--- config.mk ---
export PLATFORM = sky130hd
export DESIGN_NAME = if_prefetch_stage
export DESIGN_NICKNAME = d
export VERILOG_FILES = /design/src/rtl/if_prefetch_stage.sv
export SDC_FILE = /design/constraint.sdc
export NUM_CORES = 1
export LEC_CHECK = 0
export ABC_CLOCK_PERIOD_IN_PS = 8600
export BUFFER_PORTS_ARGS = -buffer_cell sky130_fd_sc_hd__buf_4
export CAP_MARGIN = 0
export CORE_ASPECT_RATIO = 1.1
export CORE_MARGIN = 3
export CORE_UTILIZATION = 62
export DETAILED_ROUTE_END_ITERATION = 10
export GPL_ROUTABILITY_DRIVEN = 0
export PLACE_DENSITY = 0.85
export SYNTH_ARGS = -nofsm -noshare
export SYNTH_HDL_FRONTEND = slang
export SYNTH_SLANG_ARGS = --single-unit
--- constraint.sdc ---
create_clock -name clk -period 8.6 [get_ports clk]
set_input_delay 0.43 -clock clk [delete_from_list [all_inputs] [get_ports clk]]
set_output_delay 0.43 -clock clk [all_outputs]
set_load 0.03 [all_outputs]
--- src/rtl/if_prefetch_stage.sv ---
// Instruction-fetch prefetch stage: credit-limited in-order fetch into a small {PC, IR} buffer with redirect flush.
// Optional build macro IF_PERF_CNT_EN adds perf_fetched / perf_flushed counters.
module if_prefetch_stage #(
    parameter int unsigned     XLEN       = 32,
    parameter int unsigned     FIFO_DEPTH = 4,
    parameter logic [XLEN-1:0] RESET_PC   = '0
) (
    input  logic            clk,
    input  logic            rst,
    input  logic            ex_take_branch_out,
    input  logic [XLEN-1:0] ex_target_PC_out,
    input  logic            stall_en,
    output logic            proc2Imem_req,
    output logic [XLEN-1:0] proc2Imem_addr,
    input  logic            Imem2proc_ready,
    input  logic            Imem2proc_valid,
    input  logic [XLEN-1:0] Imem2proc_data,
    output logic            if_valid_inst_out,
    output logic [XLEN-1:0] if_PC_out,
    output logic [XLEN-1:0] if_NPC_out,
    output logic [XLEN-1:0] if_IR_out
`ifdef IF_PERF_CNT_EN
    ,
    output logic [31:0]     perf_fetched,
    output logic [31:0]     perf_flushed
`endif
);

    localparam int unsigned CW = $clog2(FIFO_DEPTH + 1);
    localparam int unsigned SW = CW + 1;
    localparam int unsigned PW = (FIFO_DEPTH > 1) ? $clog2(FIFO_DEPTH) : 1;

    logic [XLEN-1:0] fetch_pc_q, fetch_pc_d;
    logic [XLEN-1:0] resp_pc_q,  resp_pc_d;
    logic [CW-1:0]   out_q,      out_d;
    logic [CW-1:0]   drop_q,     drop_d;
    logic [CW-1:0]   cnt_q,      cnt_d;
    logic [PW-1:0]   wr_ptr_q,   wr_ptr_d;
    logic [PW-1:0]   rd_ptr_q,   rd_ptr_d;

    logic [XLEN-1:0] pc_mem [FIFO_DEPTH];
    logic [XLEN-1:0] ir_mem [FIFO_DEPTH];

    logic            credit_ok;
    logic            hs;
    logic            drop_resp;
    logic            push;
    logic            pop;
    logic [XLEN-1:0] target_aligned;

    // Request side, decode side and handshake qualifiers
    always_comb begin
        credit_ok         = ({1'b0, cnt_q} + {1'b0, out_q}) < SW'(FIFO_DEPTH);
        proc2Imem_req     = credit_ok & ~ex_take_branch_out & ~rst;
        proc2Imem_addr    = fetch_pc_q & ~XLEN'(3);
        hs                = proc2Imem_req & Imem2proc_ready;
        target_aligned    = ex_target_PC_out & ~XLEN'(3);

        if_valid_inst_out = (cnt_q != '0) & ~ex_take_branch_out;
        pop               = if_valid_inst_out & ~stall_en;
        // A response in a redirect cycle belongs to the old path and is always discarded
        drop_resp         = Imem2proc_valid & (ex_take_branch_out | (drop_q != '0));
        push              = Imem2proc_valid & ~drop_resp;

        if_PC_out         = '0;
        if_NPC_out        = '0;
        if_IR_out         = '0;
        if (if_valid_inst_out) begin
            if_PC_out  = pc_mem[rd_ptr_q];
            if_NPC_out = pc_mem[rd_ptr_q] + XLEN'(4);
            if_IR_out  = ir_mem[rd_ptr_q];
        end
    end

    // Next-state for PCs, credit counters and buffer pointers
    always_comb begin
        fetch_pc_d = fetch_pc_q;
        resp_pc_d  = resp_pc_q;
        out_d      = out_q + CW'(hs) - CW'(Imem2proc_valid);
        drop_d     = drop_q;
        cnt_d      = cnt_q;
        wr_ptr_d   = wr_ptr_q;
        rd_ptr_d   = rd_ptr_q;

        if (ex_take_branch_out) begin
            fetch_pc_d = target_aligned;
            resp_pc_d  = target_aligned;
            drop_d     = out_q - CW'(Imem2proc_valid);
            cnt_d      = '0;
            wr_ptr_d   = '0;
            rd_ptr_d   = '0;
        end else begin
            if (hs) begin
                fetch_pc_d = fetch_pc_q + XLEN'(4);
            end
            if (drop_resp) begin
                drop_d = drop_q - CW'(1);
            end
            if (push) begin
                resp_pc_d = resp_pc_q + XLEN'(4);
                wr_ptr_d  = wr_ptr_q + PW'(1);
            end
            if (pop) begin
                rd_ptr_d = rd_ptr_q + PW'(1);
            end
            cnt_d = cnt_q + CW'(push) - CW'(pop);
        end
    end

    always_ff @(posedge clk) begin
        if (rst) begin
            fetch_pc_q <= RESET_PC;
            resp_pc_q  <= RESET_PC;
            out_q      <= '0;
            drop_q     <= '0;
            cnt_q      <= '0;
            wr_ptr_q   <= '0;
            rd_ptr_q   <= '0;
        end else begin
            fetch_pc_q <= fetch_pc_d;
            resp_pc_q  <= resp_pc_d;
            out_q      <= out_d;
            drop_q     <= drop_d;
            cnt_q      <= cnt_d;
            wr_ptr_q   <= wr_ptr_d;
            rd_ptr_q   <= rd_ptr_d;
        end
    end

    // Buffer storage needs no reset; occupancy is tracked by cnt_q
    always_ff @(posedge clk) begin
        if (!rst && push) begin
            pc_mem[wr_ptr_q] <= resp_pc_q;
            ir_mem[wr_ptr_q] <= Imem2proc_data;
        end
    end

    // The credit rule keeps a full buffer from ever receiving a response
    always_ff @(posedge clk) begin
        if (!rst && push) begin
            assert (cnt_q != CW'(FIFO_DEPTH));
        end
    end

`ifdef IF_PERF_CNT_EN
    logic [31:0] perf_fetched_q;
    logic [31:0] perf_flushed_q;

    always_ff @(posedge clk) begin
        if (rst) begin
            perf_fetched_q <= '0;
            perf_flushed_q <= '0;
        end else begin
            perf_fetched_q <= perf_fetched_q + 32'(pop);
            perf_flushed_q <= perf_flushed_q
                              + 32'(ex_take_branch_out ? cnt_q : CW'(0))
                              + 32'(drop_resp);
        end
    end

    assign perf_fetched = perf_fetched_q;
    assign perf_flushed = perf_flushed_q;
`endif

endmodule

==> results of run 1 <==
==> critical path, delay by kind of cell, from the launching register on <==
family,cells,cell delay (ns)
compound gates,1,0.24
mux,1,0.54
flops,1,0.66
buf+inv,2,0.88
simple gates,3,1.72
==> state kept, by name, summed over array words and instances, names as in the netlist, named ones only <==
signal      count
cnt_q           3
drop_q          3
fetch_pc_q     30
ir_mem        128
out_q           3
pc_mem        120
rd_ptr_q        2
resp_pc_q      30
wr_ptr_q        2
==> path summary, 6_finish.rpt <==
kind / from / to / slack [ns] / cells past startpoint
setup / recovery: flop / if_NPC_out[30] / 3.57 / 7
hold / removal: Imem2proc_data[14] / ir_mem[0][14] / 0.09 / 1
setup reg to reg: out_q[2] / out_q[2] / 5.57 / 10
hold reg to reg: fetch_pc_q[16] / fetch_pc_q[16] / 0.50 / 2
==> layout make-up <==
cell class,instances,area (µm²),share of cell area [%]
tap,295,369,2.17
sequential,323,8950,52.7
multi-input combinational,643,5030,29.7
inverter,25,93.8,0.553
clock inverter,17,168,0.988
clock buffer,39,826,4.86
timing repair buffer,204,1530,9.02
==> power by group through the flow <==
stage,Combinational [mW],Clock (mW),Sequential (mW)
after detailed placement,0.278,0,1.80
after global placement,0.270,0,1.79
after CTS,0.283,1.34,1.77
after floorplan,0.165,0,1.80
after global routing,0.310,1.40,1.77
final,0.284,1.32,1.77
==> synthesized netlist by cell type, drive strengths merged, types with 14 or more instances <==
cell / instances / area share, %
nand3: 28 / 0.97
or4: 14 / 0.73
o21ai: 28 / 0.97
a31oi: 23 / 1.0
and3: 15 / 0.65
nor2: 73 / 1.9
xnor2: 31 / 1.9
inv: 25 / 0.65
nand2: 59 / 1.5
xor2: 19 / 1.2
a21oi: 40 / 1.4
and2: 72 / 3.1
nor3: 15 / 0.52
buf: 25 / 1.2
mux4: 62 / 10
nand4: 26 / 1.2
or3: 16 / 0.69
a211oi: 23 / 1.2
edfxtp: 248 / 52
clkbuf: 49 / 1.3
dfxtp: 75 / 10
ha: 17 / 1.5
==> kinds of logic (layout without fill, tap and decap cells) <==
kind of cell	Yosys count	count (layout)
AND/OR/NAND/NOR	355	355
flip-flops	323	323
AO/OA/AOI/OAI	146	146
buffers and inverters	99	285
multiplexers	67	67
XOR/XNOR	50	50
adder cells (fa/ha/maj)	19	19
other	1	6
==> stage by stage <==
stage               power [mW]  hold WS [ns]  setup WS [ns]
finish                    3.37        0.0883           3.57
detailed placement        2.08         0.494           4.23
global placement          2.06         0.480           4.28
floorplan                 1.97         0.469           5.46
CTS                       3.39        0.0700           3.52
global route              3.48        0.0723           3.23
==> metal layers <==
metal	up-vias	track usage, %	wire, µm
met5	-	0	0
met4	0	9.03	1210
met3	106	5.13	3690
met2	619	43.0	16500
met1	4739	38.0	13000
li1	4369	-	-
==> placed cells by master, fill, tap and decap left out, types with 5 or more instances in the layout <==
| cell type | n |
|---|---|
| a211oi_1 | 23 |
| a21oi_1 | 40 |
| a31oi_1 | 23 |
| and2_1 | 68 |
| and3_1 | 15 |
| and4_1 | 8 |
| buf_4 | 204 |
| clkbuf_1 | 6 |
| clkbuf_16 | 31 |
| clkinv_1 | 5 |
| conb_1 | 6 |
| dfxtp_1 | 73 |
| edfxtp_1 | 248 |
| ha_1 | 17 |
| inv_1 | 25 |
| mux4_1 | 12 |
| mux4_2 | 50 |
| nand2_1 | 59 |
| nand3_1 | 28 |
| nand4_1 | 25 |
| nor2_1 | 73 |
| nor3_1 | 15 |
| nor4_1 | 13 |
| o211ai_1 | 6 |
| o21ai_0 | 28 |
| o31ai_1 | 6 |
| or3_1 | 16 |
| or4_1 | 14 |
| xnor2_1 | 31 |
| xor2_1 | 19 |
==> results.sh, run 1 <==
export IMPL_worst_path_largest_cell_delay_ns=0.67
export IMPL_synthXorXnorAreaFrac_pct=3.04
export IMPL_synthMuxAreaShare_pct=10.4
export IMPL_portBuffers=191
export IMPL_synth_adder_area_share_pct=1.75
export IMPL_tritoncts="done"
export IMPL_n_fill_cell=1291
export IMPL_avgViaCountPerCell=6.36
export IMPL_cts_buffers=30
export IMPL_crit_path_frequent_cell="buf_4"
export IMPL_cp_end_kind="primary output"
export IMPL_vias=9833
export IMPL_switching_share_pct=22.9
export IMPL_nNetsFinal=1316
export IMPL_cts_hold_buf=0
export IMPL_arrival_ns=4.60
export IMPL_final_cell_area_um2=17000
export IMPL_synth_cell_type_count=55
export IMPL_die_w_um=151
export IMPL_power_frac_comb_pct=8.4
export IMPL_die_height_um=166
export IMPL_timing_final_crit_period_ns=5.03
export IMPL_clockRootBuffer="clkbuf_16"
export IMPL_synth_edff_count=248
export IMPL_slew_headroom_pct=18.8
export IMPL_clock_latency_ns=0.54
export IMPL_drt_iter0_drc=978
export IMPL_seq_power_share_pct=52.4
export IMPL_dp_hpwl_mm=20.6
export IMPL_ant_nets=0
export IMPL_synth_compound_area_share_pct=6.32
export IMPL_internal_power_mw=2.60
export IMPL_fin_setup_tns_ns=0
export IMPL_finClkSkew_ns=0.0108
export IMPL_grt_pass1_vias=9550
export IMPL_status="finished, final reports clean"
export IMPL_yosys_register_bits=323
export IMPL_ctsResizeCount=0
export IMPL_clkSinkCount=323
export IMPL_p_leak_nw=5.93
export IMPL_insertedDiodeCount=0
export IMPL_grt_ovfl_total=0
export IMPL_grt_max_degree=65
export IMPL_rows=57
export IMPL_stdcell_count=1546
export IMPL_place_inst=1490
export IMPL_ys_seq_area_share_pct=62.1
export IMPL_switching_power_mw=0.771
export IMPL_clk_pin_slew_ns=0.07
export IMPL_synth_main_ff_cell="edfxtp_1"
export IMPL_synthArstFlopShare_pct=0
export IMPL_ioPinCount=200
export IMPL_clkPwrFrac_pct=39.2
export IMPL_htree_levels=1
export IMPL_rsz0062_at_grt="no"
export IMPL_required_ns=8.17
export IMPL_dieArea_um2=25100
export IMPL_fin_util_pct=75.6
export IMPL_worstPathMaxFanout=39
export IMPL_cts_buffer_depth=3
export IMPL_dpl_instance_area_um2=16000
export IMPL_grt_total_usage_pct=27.0
export IMPL_antenna_found_initial=0
export IMPL_hold_path_class="input pin to flop"
export IMPL_setup_viol=0
export IMPL_ir_drop_uv=151
export IMPL_crit_type="flop to primary output"
export IMPL_postCtsSetupBuffers=0
export IMPL_area_delta_synth_final_pct=17.8
export IMPL_period_share_pct=58.5
export IMPL_drtPass1Iterations=5
export IMPL_synth_warnings=0
export IMPL_wl_per_cell_um=22.3
export IMPL_mappedNetlistArea_um2=14400
export IMPL_maxCapViolations=0
export IMPL_fmax_ghz=0.199
export IMPL_drc=0
export IMPL_worstMarginPinSlew_ns=1.21
export IMPL_powerDensity_nw_per_um2=199
export IMPL_postRouteWirelength_mm=34.5
export IMPL_core_area_um2=22500
export IMPL_slowest_stage="buf_4"
export IMPL_cp_cell_sequence="buf_4, mux4_1, and4_1, nand4_1, or4_1, a21oi_1, buf_4"
export IMPL_synth_top_family_by_area="simple AND/OR/NAND/NOR gates"
export IMPL_drive_gt1_share_pct=25.0
export IMPL_drv_slew=0
export IMPL_hold_violations=0
export IMPL_postSynthAreaPerCell_um2=13.6
export IMPL_critPathLaunchType="flop"
export IMPL_start_util_pct=64.1
export IMPL_synthSimpleGateAreaFrac_pct=13.3
export IMPL_syn_inst=1060
export IMPL_grt_pass1_wl_mm=53.2
No activity file was read; power rests on OpenSTA's default activity.
==> inputs of run 2 (changes only) <==
==> config.mk (replaced) <==
export PLATFORM = sky130hd
export DESIGN_NAME = if_prefetch_stage
export DESIGN_NICKNAME = d
export VERILOG_FILES = /design/src/rtl/if_prefetch_stage.sv
export SDC_FILE = /design/constraint.sdc
export NUM_CORES = 1
export LEC_CHECK = 0
export ABC_CLOCK_PERIOD_IN_PS = 4500
export BUFFER_PORTS_ARGS = -buffer_cell sky130_fd_sc_hd__buf_4
export CAP_MARGIN = 0
export CORE_ASPECT_RATIO = 1.1
export CORE_MARGIN = 3
export CORE_UTILIZATION = 52
export DETAILED_ROUTE_END_ITERATION = 10
export GPL_ROUTABILITY_DRIVEN = 0
export PLACE_DENSITY = 0.76
export SYNTH_ARGS = -nofsm -noshare
export SYNTH_HDL_FRONTEND = slang
export SYNTH_SLANG_ARGS = --single-unit
==> constraint.sdc (replaced) <==
create_clock -name clk -period 4.5 [get_ports clk]
set_input_delay 0.225 -clock clk [delete_from_list [all_inputs] [get_ports clk]]
set_output_delay 0.225 -clock clk [all_outputs]
set_load 0.03 [all_outputs]
==> results.sh, run 2 (synthesis results as in run 1) <==
export IMPL_route_met2_wl_mm=15.8
export IMPL_ctsResizeCount=0
export IMPL_die_height_um=181
export IMPL_layout_common_cells="248 x edfxtp_1, 211 x buf_4, 73 x nor2_1, 73 x dfxtp_1, 68 x and2_1"
export IMPL_crit_type="flop to primary output"
export IMPL_cp_end_kind="primary output"
export IMPL_hold_violations=0
export IMPL_insertedDiodeCount=0
export IMPL_fmax_ghz=0.249
export IMPL_p_leak_nw=6.26
export IMPL_dp_hpwl_mm=21.4
export IMPL_ioPinCount=200
export IMPL_antenna_found_initial=0
export IMPL_period_share_pct=89.4
export IMPL_die_w_um=165
export IMPL_tritoncts="done"
export IMPL_highest_layer="met4"
export IMPL_drtPass1Iterations=5
export IMPL_multiInputGateArea_um2=5030
export IMPL_met1_length_mm=14.0
export IMPL_ant_nets=0
export IMPL_wl_per_cell_um=19.7
export IMPL_grt_pass1_wl_mm=51.9
export IMPL_drc=0
export IMPL_powerDensity_nw_per_um2=381
export IMPL_hold_ws_ns=0.0324
export IMPL_grt_total_usage_pct=21.9
export IMPL_clock_latency_ns=0.55
export IMPL_grt_ovfl_total=0
export IMPL_required_ns=4.28
export IMPL_reg_top3="ir_mem: 128 flops, pc_mem: 120 flops"
export IMPL_slew_headroom_pct=24.6
export IMPL_rows=63
export IMPL_drive_gt1_share_pct=24.7
export IMPL_n_fill_cell=1932
export IMPL_clk_pin_slew_ns=0.06
export IMPL_drt_iter0_drc=808
export IMPL_clockRootBuffer="clkbuf_16"
export IMPL_r2r_start="out_q[2]"
export IMPL_start_util_pct=53.1
export IMPL_clkSinkCount=323
export IMPL_status="finished, final reports clean"
export IMPL_postCtsSetupBuffers=0
export IMPL_dieArea_um2=29700
export IMPL_grt_max_degree=65
export IMPL_setup_viol=0
export IMPL_avgViaCountPerCell=5.83
export IMPL_portBuffers=191
export IMPL_area_delta_synth_final_pct=23.7
export IMPL_cts_hold_buf=58
export IMPL_largest_reg_flops=128
export IMPL_cts_buffer_depth=3
export IMPL_final_common_cell="edfxtp_1"
export IMPL_htree_levels=1
export IMPL_grt_pass1_vias=9528
export IMPL_wl_met3_mm=2.82
export IMPL_core_area_um2=27100
export IMPL_hold_path_class="input pin to flop"
export IMPL_cts_buffers=31
export IMPL_cp_endpoint="if_NPC_out[28]"
export IMPL_reg2reg_to="out_q[2]"
export IMPL_worstPathMaxFanout=30
export IMPL_finClkSkew_ns=0.0138
export IMPL_reg2reg_slack_ns=1.50
export IMPL_fin_setup_tns_ns=0
export IMPL_drv_slew=0
export IMPL_seq_area_um2=8950
export IMPL_postRouteWirelength_mm=33.0
export IMPL_arrival_ns=3.80
export IMPL_ir_drop_uv=304
export IMPL_r2r_cells=10
export IMPL_critPathLaunchType="flop"
export IMPL_timing_final_crit_period_ns=4.02
export IMPL_vias=9763
export IMPL_rsz0062_at_grt="no"
export IMPL_maxCapViolations=0
export IMPL_largest_register="ir_mem"
export IMPL_worstMarginPinSlew_ns=1.12
export IMPL_nNetsFinal=1382
## run 2: changes by cell type in the layout (fill, tap and decap cells not counted), sizes merged
| cell | change |
|---|---|
| buf | +7 |
| clkinvlp | +2 |
| clkbuf | -3 |
| inv | +2 |
| clkinv | -4 |
| dlygate4sd3 | +58 |
| bufinv | +5 |
## run 2: report_power, final
part / total, mW / internal [mW] / switching (mW) / leakage [nW]
Combinational: 0.578 / 0.251 / 0.327 / 2.86
Sequential: 3.38 / 3.29 / 0.0884 / 2.87
Clock: 2.83 / 1.73 / 1.10 / 0.531
Total: 6.79 / 5.27 / 1.51 / 6.26
## run 2: worst min-delay path by stage
stage	cells after the start	start	end
floorplan	0	Imem2proc_data[0]	ir_mem[0][0]
global placement	1	Imem2proc_data[29]	ir_mem[3][29]
detailed placement	1	Imem2proc_data[13]	ir_mem[0][13]
CTS	3	ex_target_PC_out[5]	resp_pc_q[5]
global route	3	ex_target_PC_out[31]	fetch_pc_q[31]
finish	3	ex_target_PC_out[5]	resp_pc_q[5]
## run 2: through the flow
| step | total power, mW | utilization, % | area [µm²] | setup WS [ns] | instances |
|---|---|---|---|---|---|
| floorplan | 3.76 | - | 14400 | 1.36 | 1065 |
| global placement | 3.95 | 59.4 | 16100 | 1.07 | 1559 |
| detailed placement | 3.97 | 59.4 | 16100 | 0.976 | 1559 |
| CTS | 6.84 | 65.7 | 17800 | 0.401 | 1675 |
| global route | 7.03 | 65.7 | 17800 | 0.216 | 1675 |
| finish | 6.79 | 65.7 | 17800 | 0.477 | 1675 |
## run 2: area by class of cell
class | instances | area share (%)
Sequential cell | 323 | 50.2
Multi-Input combinational cell | 643 | 28.2
Clock inverter | 22 | 1.90
Tap cell | 357 | 2.51
Inverter | 25 | 0.526
Clock buffer | 36 | 4.46
Timing Repair Buffer | 269 | 12.1
## run 2: worst max-delay path: stages, from the launching register on
cell and delay, ns:
dfxtp_4 0.70, mux4_2 0.41, ha_1 0.38, and3_1 0.22, nand4_1 0.49, or4_1 0.66
a21oi_1 0.19, buf_4 0.19
## run 2: per-layer routing
metal / vias to the layer above / global-route usage [%]
met5: - / 0
met2: 433 / 35.5
met4: 0 / 4.40
met1: 4783 / 31.6
met3: 39 / 3.84
li1: 4508 / -
==> inputs of run 3 (changes only) <==
--- a/config.mk
+++ b/config.mk
@@ -9,7 +9,6 @@
 export BUFFER_PORTS_ARGS = -buffer_cell sky130_fd_sc_hd__buf_4
 export CAP_MARGIN = 0
 export CORE_ASPECT_RATIO = 1.1
-export CORE_MARGIN = 3
 export CORE_UTILIZATION = 52
 export DETAILED_ROUTE_END_ITERATION = 10
 export GPL_ROUTABILITY_DRIVEN = 0
==> results.sh, run 3 (synthesis results as in run 1) <==
export IMPL_status="finished, final reports clean"
export IMPL_core_area_um2=27100
export IMPL_wl_per_cell_um=19.6
export IMPL_crit_family="simple AND/OR/NAND/NOR gates"
export IMPL_timing_final_crit_period_ns=4.06
export IMPL_p_leak_nw=6.23
export IMPL_grt_max_degree=65
export IMPL_ant_nets=0
export IMPL_portBuffers=191
export IMPL_cp_end_kind="primary output"
export IMPL_worstPathMaxFanout=26
export IMPL_die_w_um=161
export IMPL_rows=63
export IMPL_drv_slew=0
export IMPL_final_setup_worst_slack_ns=0.435
export IMPL_reg_top3="ir_mem: 128 flops, pc_mem: 120 flops"
export IMPL_hold_ws_ns=0.0303
export IMPL_insertedDiodeCount=0
export IMPL_largest_reg_flops=128
export IMPL_clkSinkCount=323
export IMPL_final_common_cell="edfxtp_1"
export IMPL_place_ws_ns=1.07
export IMPL_area_delta_synth_final_pct=22.8
export IMPL_vias=9763
export IMPL_powerDensity_nw_per_um2=370
export IMPL_grt_ovfl_total=0
export IMPL_path_buf_inv=1
export IMPL_crit_type="flop to primary output"
export IMPL_slew_headroom_pct=19.8
export IMPL_ir_drop_uv=242
export IMPL_cp_cell_sequence="mux4_1, and4_1, nand4_1, or4_1, a21oi_1, buf_4"
export IMPL_maxCapViolations=0
export IMPL_layout_common_cells="248 x edfxtp_1, 211 x buf_4, 73 x nor2_1, 73 x dfxtp_1, 68 x and2_1"
export IMPL_period_share_pct=90.3
export IMPL_clk_pin_slew_ns=0.06
export IMPL_cts_buffers=31
export IMPL_worst_path_largest_cell_delay_ns=0.76
export IMPL_fmax_ghz=0.246
export IMPL_drive_gt1_share_pct=24.6
export IMPL_drtPass1Iterations=8
export IMPL_grt_pass1_vias=9471
export IMPL_arrival_ns=3.84
export IMPL_grt_total_usage_pct=23.1
export IMPL_antenna_found_initial=0
export IMPL_avgViaCountPerCell=5.84
export IMPL_dp_hpwl_mm=21.1
export IMPL_clock_latency_ns=0.56
export IMPL_rsz0062_at_grt="no"
export IMPL_start_util_pct=53.1
export IMPL_htree_levels=1
export IMPL_dpl_instance_area_um2=16100
export IMPL_clockRootBuffer="clkbuf_16"
export IMPL_finClkSkew_ns=0.0292
export IMPL_grt_pass1_wl_mm=51.3
export IMPL_ioPinCount=200
export IMPL_finalPower_mw=6.55
export IMPL_hold_violations=0
export IMPL_critPathLaunchType="flop"
export IMPL_slowest_stage="dfxtp_2"
export IMPL_postCtsSetupBuffers=0
export IMPL_postRouteWirelength_mm=32.8
export IMPL_drt_iter0_drc=848
export IMPL_worstMarginPinSlew_ns=1.19
export IMPL_nNetsFinal=1380
export IMPL_final_cell_area_um2=17700
export IMPL_required_ns=4.28
export IMPL_die_height_um=177
export IMPL_drc=0
export IMPL_fin_setup_tns_ns=0
export IMPL_n_fill_cell=2000
export IMPL_setup_viol=0
export IMPL_largest_register="ir_mem"
export IMPL_cts_buffer_depth=3
export IMPL_hold_path_class="input pin to flop"
export IMPL_tritoncts="done"
export IMPL_dieArea_um2=28400
## run 3: changes by cell type in the layout (fill, tap and decap cells not counted)
cell	change
inv_1	+1
clkinv_1	+2
bufinv_16	-4
inv_8	+1
clkinvlp_4	-4
inv_6	-3
clkbuf_8	+2
dlygate4sd3_1	-2
clkbuf_1	-2
clkinv_2	+6
## run 3: final timing paths
path	from	to	slack [ns]	cells past startpoint
setup / recovery	flop	if_NPC_out[31]	0.44	6
hold / removal	ex_target_PC_out[8]	fetch_pc_q[8]	0.03	3
setup reg to reg	drop_q[0]	ir_mem[3][31]	1.73	7
hold reg to reg	wr_ptr_q[1]	wr_ptr_q[1]	0.50	2
## run 3: power by group
group          switching [mW]  internal, mW
Sequential             0.0887          3.29
Clock                    1.07          1.52
Combinational           0.327         0.251
## run 3: metal layers
metal / part of all wire [%] / global-route usage, % / wire [µm] / up-vias
li1: - / - / - / 4505
met1: 42 / 32.7 / 13800 / 4767
met2: 48 / 38.5 / 15800 / 447
met3: 7.8 / 2.56 / 2560 / 44
met4: 1.8 / 5.90 / 595 / 0
met5: 0 / 0 / 0 / -
## run 3: cell type report
cell class              count  area (µm²)  area share [%]
flip-flops and latches    323        8950            50.6
inverters                  25        93.8           0.530
repair buffers            267        2140            12.1
clock inverters            21         214            1.21
multi-input cells         643        5030            28.4
clock buffers              36         815            4.60
well taps                 357         447            2.52
## run 3: repair_timing
action	4_1_cts	5_1_grt
resized for setup	0	0
endpoints found under the hold margin	167	0
hold buffers	56	0
## run 3: worst min-delay path: stages
cell and delay (ns):
buf_4 0.07, nand2_1 0.09, a31oi_1 0.14
## run 3: metrics by stage
stage | instances | utilization, %
floorplan | 1065 | -
global placement | 1559 | 59.4
detailed placement | 1559 | 59.4
CTS | 1672 | 65.3
global route | 1672 | 65.3
finish | 1672 | 65.3
